## src/rtl/fadd_rr_arb.sv

```systemverilog
// Round-robin arbiter that shares one registered fadd adder among NREQ requesters.
// Optional build macro FADD_RR_ARB_OVF_EN adds a registered two's-complement overflow output rsp_ovf.

module fadd #(
  parameter int input_size = 2,
  parameter int depth      = 5,
  localparam int BW        = input_size**depth
) (
  input  logic [BW-1:0] in1,
  input  logic [BW-1:0] in2,
  input  logic          cin,
  output logic [BW-1:0] sum,
  output logic          cout
);

  assign {cout, sum} = {1'b0, in1} + {1'b0, in2} + {{BW{1'b0}}, cin};

endmodule

module fadd_rr_arb #(
  parameter int input_size = 2,
  parameter int depth      = 5,
  parameter int NREQ       = 4,
  localparam int BW        = input_size**depth
) (
  input  logic               clk,
  input  logic               rst,
  input  logic [NREQ-1:0]    req_valid,
  output logic [NREQ-1:0]    req_ready,
  input  logic [NREQ*BW-1:0] req_in1,
  input  logic [NREQ*BW-1:0] req_in2,
  input  logic [NREQ-1:0]    req_cin,
  output logic               rsp_valid,
  input  logic               rsp_ready,
  output logic [BW-1:0]      rsp_sum,
  output logic               rsp_cout,
  output logic [2:0]         rsp_id
`ifdef FADD_RR_ARB_OVF_EN
  ,
  output logic               rsp_ovf
`endif
);

  typedef enum logic {EMPTY = 1'b0, FULL = 1'b1} state_t;

  state_t        state_q, state_d;
  logic [2:0]    ptr_q;
  logic [7:0]    valid8, ready8;
  logic [3:0]    cand;
  logic [2:0]    gnt_idx;
  logic          gnt_any;
  logic          slot_free;
  logic          xfer;
  logic [BW-1:0] mux_in1, mux_in2, add_sum;
  logic          mux_cin, add_cout;

  assign valid8 = 8'(req_valid);

  // Rotating priority: scan NREQ candidates starting at ptr, wrapping at NREQ.
  always_comb begin
    // NOTE: every combinationally written signal gets a default first so no latch is inferred.
    gnt_any = 1'b0;
    gnt_idx = '0;
    cand    = '0;
    for (int k = 0; k < NREQ; k++) begin
      cand = {1'b0, ptr_q} + 4'(k);
      if (cand >= 4'(NREQ)) cand = cand - 4'(NREQ);
      if (!gnt_any && valid8[cand[2:0]]) begin
        gnt_any = 1'b1;
        gnt_idx = cand[2:0];
      end
    end
  end

  assign slot_free = !rst && ((state_q == EMPTY) || rsp_ready);
  assign xfer      = gnt_any && slot_free;
  assign ready8    = xfer ? (8'd1 << gnt_idx) : 8'd0;
  assign req_ready = ready8[NREQ-1:0];

  always_comb begin
    mux_in1 = '0;
    mux_in2 = '0;
    mux_cin = 1'b0;
    for (int i = 0; i < NREQ; i++) begin
      if (gnt_idx == 3'(i)) begin
        mux_in1 = req_in1[i*BW +: BW];
        mux_in2 = req_in2[i*BW +: BW];
        mux_cin = req_cin[i];
      end
    end
  end

  fadd #(.input_size(input_size), .depth(depth)) u_fadd (
    .in1  (mux_in1),
    .in2  (mux_in2),
    .cin  (mux_cin),
    .sum  (add_sum),
    .cout (add_cout)
  );

  // Result-slot FSM: state register, next-state logic, output logic.
  always_ff @(posedge clk) begin
    // NOTE: sequential state uses non-blocking assignments so all registers update together on the edge.
    if (rst) state_q <= EMPTY;
    else     state_q <= state_d;
  end

  always_comb begin
    state_d = state_q;
    unique case (state_q)
      EMPTY: if (xfer) state_d = FULL;
      FULL:  if (xfer) state_d = FULL;
             else if (rsp_ready) state_d = EMPTY;
      default: state_d = EMPTY;
    endcase
  end

  always_comb begin
    rsp_valid = (state_q == FULL);
  end

  always_ff @(posedge clk) begin
    if (rst) begin
      ptr_q <= '0;
    end else if (xfer) begin
      ptr_q <= (gnt_idx == 3'(NREQ-1)) ? 3'd0 : gnt_idx + 3'd1;
    end
  end

  // The result registers are reset too, so a discarded result never reappears after reset.
  always_ff @(posedge clk) begin
    if (rst) begin
      rsp_sum  <= '0;
      rsp_cout <= 1'b0;
      rsp_id   <= '0;
    end else if (xfer) begin
      rsp_sum  <= add_sum;
      rsp_cout <= add_cout;
      rsp_id   <= gnt_idx;
    end
  end

`ifdef FADD_RR_ARB_OVF_EN
  logic carry_msb;
  assign carry_msb = mux_in1[BW-1] ^ mux_in2[BW-1] ^ add_sum[BW-1];

  always_ff @(posedge clk) begin
    if (rst)       rsp_ovf <= 1'b0;
    else if (xfer) rsp_ovf <= carry_msb ^ add_cout;
  end
`endif

endmodule

```

## config.mk

```make
export PLATFORM = sky130hd
export DESIGN_NAME = fadd_rr_arb
export DESIGN_NICKNAME = d
export VERILOG_FILES = /design/src/rtl/fadd_rr_arb.sv
export SDC_FILE = /design/constraint.sdc
export NUM_CORES = 1
export LEC_CHECK = 0
export BUFFER_PORTS_ARGS = -buffer_cell sky130_fd_sc_hd__buf_2
export CAP_MARGIN = 20
export CORE_AREA = 2 2 118 120
export DETAILED_ROUTE_END_ITERATION = 8
export DIE_AREA = 0 0 120 122
export GPL_TIMING_DRIVEN = 0
export PLACE_DENSITY = 0.82
export RECOVER_POWER = 100
export SYNTH_ARGS = -nofsm -noshare
export SYNTH_HDL_FRONTEND = slang
export SYNTH_SLANG_ARGS = --single-unit
```

## constraint.sdc

```tcl
create_clock -name clk -period 9.33 [get_ports clk]
set_input_delay 0.4665 -clock clk [delete_from_list [all_inputs] [get_ports clk]]
set_output_delay 0.4665 -clock clk [all_outputs]
set_load 0.02 [all_outputs]
```

==> metrics.cfg <==
[floorplan]
die_h_um = 122
initial_core_util_pct = 40.7
ioPinCount = 308
rows = 43
core_area_mm2 = 0.0135
die_area_mm2 = 0.0146
die_x_um = 120

[cts]
cts.sinks = 40
cts_tree = yes
ctsResizeCount = 0
cts.clk_slew.worst_paths_ps = 60
cts_buffers = 5
postCtsSetupBuffers = 0
cts.path.max_buffers = 2
clkLatencyLatePin_ps = 280
cts_hold_buf = 0
htree_levels = 2
cts_root_buf = clkbuf_16

[finish]
fin_cells = 1412
final_nets = 1531
multi_input_area_mm2 = 0.00429
regArea_um2 = 801
syn_to_final_growth_pct = 32.9
drive_gt1_share_pct = 23.7
final.fill_count = 1481

[sta]
clock_skew_ps = 5.93
finalHoldViolCount = 0
slew_headroom_pct = 42.3
fmaxAchievable_mhz = 124
grt_setup_unrepaired = no
fin_crit_ps = 8090
finalSetupTns_ps = 0
finalCritPeriodShare_pct = 86.7
setup_viol = 0
drv_slew = 0
hold_slack_ps = 474
tightest_slew_ps = 853

[worst_setup_path]
cp.required_ps = 9490
critPathMaxFanout = 10
crit_path_start_kind = flip-flop
worstRegToRegCells = 25
end_kind = flip-flop
r2r_end = rsp_sum[28]$_SDFFE_PP0P_
slowest_delay_ps = 730
path_delay_family = simple AND/OR/NAND/NOR gates
path_class = flip-flop to flip-flop
r2r_start = ptr_q[0]$_SDFFE_PP0P_
path_buf_inv = 5
critPathSlowestCell = nor4b_1
rrSetupSlack_ps = 1240
arrival_ps = 8250
crit_path_frequent_cell = clkbuf_1

[logic_synthesis]
synth-edff-count = 0
syn-num-nets = 1218
syn-cell-area_mm2 = 0.00549
ys_seq_area_share_pct = 14.6
synth-async-reset-ratio_pct = 0
synth_cell_type_count = 66
ys.flop_type = dfxtp_1
netlist_instances = 912
yosys_warnings = 0
avgSynthCellArea_um2 = 6.02
ys_ff_latch = 40

[placement]
dp_cells = 1398
portBuffers = 306
place.gp.congestion = 0.989
dp_hpwl_um = 19700

[global_route]
grt_max_degree = 14
grt.total_usage_pct = 30.3
first_global_vias = 6836
grt_pass1_wl_um = 35400
antenna_found_initial = 6
grt_overflow = 0

[min_path]
worstHoldStart = rsp_sum[3]$_SDFFE_PP0P_
worstHoldPathCells = 2
hold_path.class = flip-flop to flip-flop
min_to = rsp_sum[3]$_SDFFE_PP0P_

[detailed_routing]
dr_total_vias = 7711
finalWirelength_um = 23400
route.detailed.drc = 0
vias_per_cell = 5.46
firstDrtPassIters = 5
wl_per_cell_um = 16.6
drt_iter0_markers = 685
ant_nets = 0

[run]
maxCapViolCount = 0

[run_status]
status = finished, final reports clean

[pwr]
power.leakage_uw = 0.00346
vdd_drop_max_mv = 0.164
powerDensity_mw_per_mm2 = 486

## routing by layer
| metal | share of wire, % | vias to the layer above | track usage (%) | wire length, um |
|---|---|---|---|---|
| met5 | 0 | - | 0 | 0 |
| met2 | 45 | 471 | 49.2 | 10600 |
| li1 | - | 3815 | - | - |
| met3 | 9.5 | 50 | 4.26 | 2220 |
| met4 | 2.3 | 0 | 7.06 | 535 |
| met1 | 43 | 3375 | 42.5 | 10100 |
## per-stage QoR
stage	total power (uW)	setup slack [ps]	instance area (um2)	utilization, %
5_1_grt	3910	740	7290	54.0
4_1_cts	3570	2010	7410	54.9
2_1_floorplan	2540	3330	5490	-
3_5_place_dp	3360	2040	7250	53.7
3_3_place_gp	3310	2150	7250	53.7
6_report	3550	1240	7300	54.0
## synth_stat cells (3+ instances only)
master | number | share of area [%]
dfxtp_1 | 40 | 15
a21o_1 | 15 | 2.1
xnor2_1 | 9 | 1.4
nand2_1 | 150 | 10
and2_1 | 7 | 0.80
a21oi_1 | 162 | 15
and3_1 | 5 | 0.57
nor2b_1 | 5 | 0.57
xor2_1 | 12 | 1.9
o211ai_1 | 5 | 0.68
o21a_1 | 4 | 0.55
nor3_1 | 7 | 0.64
inv_1 | 14 | 0.96
o2111ai_1 | 3 | 0.48
a211oi_1 | 9 | 1.2
nand3_1 | 34 | 3.1
mux2i_1 | 3 | 0.55
o21bai_1 | 4 | 0.55
or3_1 | 6 | 0.68
nor2_1 | 157 | 11
buf_1 | 9 | 0.62
ha_1 | 37 | 8.4
nand4_1 | 5 | 0.57
clkbuf_1 | 48 | 3.3
o21ai_0 | 96 | 8.8
nand2b_1 | 7 | 0.80
buf_2 | 8 | 0.73
## logic make-up after synthesis
| kind of cell | after synthesis | share of synthesized area, % |
|---|---|---|
| simple gates | 398 | 31.2 |
| flops | 40 | 14.6 |
| mux | 6 | 1.57 |
| xor+xnor | 21 | 3.35 |
| fa+ha+maj | 39 | 9.16 |
| buf+inv | 83 | 6.20 |
| compound gates | 325 | 33.9 |
## where the power goes
part	internal, uW	leakage (uW)	switching (uW)
sequential	244	0.000332	36.9
clock	126	0.0000798	70.7
combinational	1090	0.00305	1980
## tightest hold or removal path, delay by kind of cell, from the launching register on
| family | cells | cell delay, ps |
|---|---|---|
| flip-flops | 1 | 310 |
| AO/OA/AOI/OAI | 1 | 60 |
| AND/OR/NAND/NOR | 1 | 60 |
## final cells by class
cell class | count | share of cell area, %
plain buffers | 68 | 3.62
clock buffers | 5 | 1.71
multi-input cells | 789 | 58.7
well taps | 180 | 3.09
diodes | 6 | 0.206
inverters | 15 | 0.772
clock inverters | 3 | 0.583
flip-flops and latches | 40 | 11.0
repair buffers | 306 | 20.3
## how the worst max path moves through the flow
stage,startpoint,to,depth (start not counted)
after CTS,ptr_q[0]$_SDFFE_PP0P_,rsp_sum[28]$_SDFFE_PP0P_,28
final,ptr_q[0]$_SDFFE_PP0P_,rsp_sum[28]$_SDFFE_PP0P_,25
after detailed placement,ptr_q[0]$_SDFFE_PP0P_,rsp_sum[28]$_SDFFE_PP0P_,28
after floorplan,ptr_q[0]$_SDFFE_PP0P_,rsp_sum[28]$_SDFFE_PP0P_,28
after global routing,ptr_q[0]$_SDFFE_PP0P_,rsp_sum[28]$_SDFFE_PP0P_,28
after global placement,ptr_q[0]$_SDFFE_PP0P_,rsp_sum[28]$_SDFFE_PP0P_,28
## cell usage in the layout, fill, tap and decap left out, types with 5 or more instances in the layout
cell / n
nor2_1: 157
o211ai_1: 7
buf_2: 274
a21o_1: 15
nor2b_1: 5
buf_1: 6
o21ai_0: 97
ha_1: 37
diode_2: 6
clkbuf_16: 5
inv_1: 14
nand4_1: 5
nand2_1: 150
or3_1: 6
a21oi_1: 163
a211oi_1: 11
and2_1: 6
xor2_1: 12
nand2b_1: 7
nand3_1: 34
and3_1: 5
dfxtp_1: 40
clkbuf_1: 94
xnor2_1: 9
nor3_1: 7
## state kept, by name, indices dropped and copies added (netlist names)
register and count:
rsp_sum 32, ptr_q 3, rsp_id 3, rsp_cout 1, rsp_valid 1
Note: power is estimated with default switching activity, not from simulation.
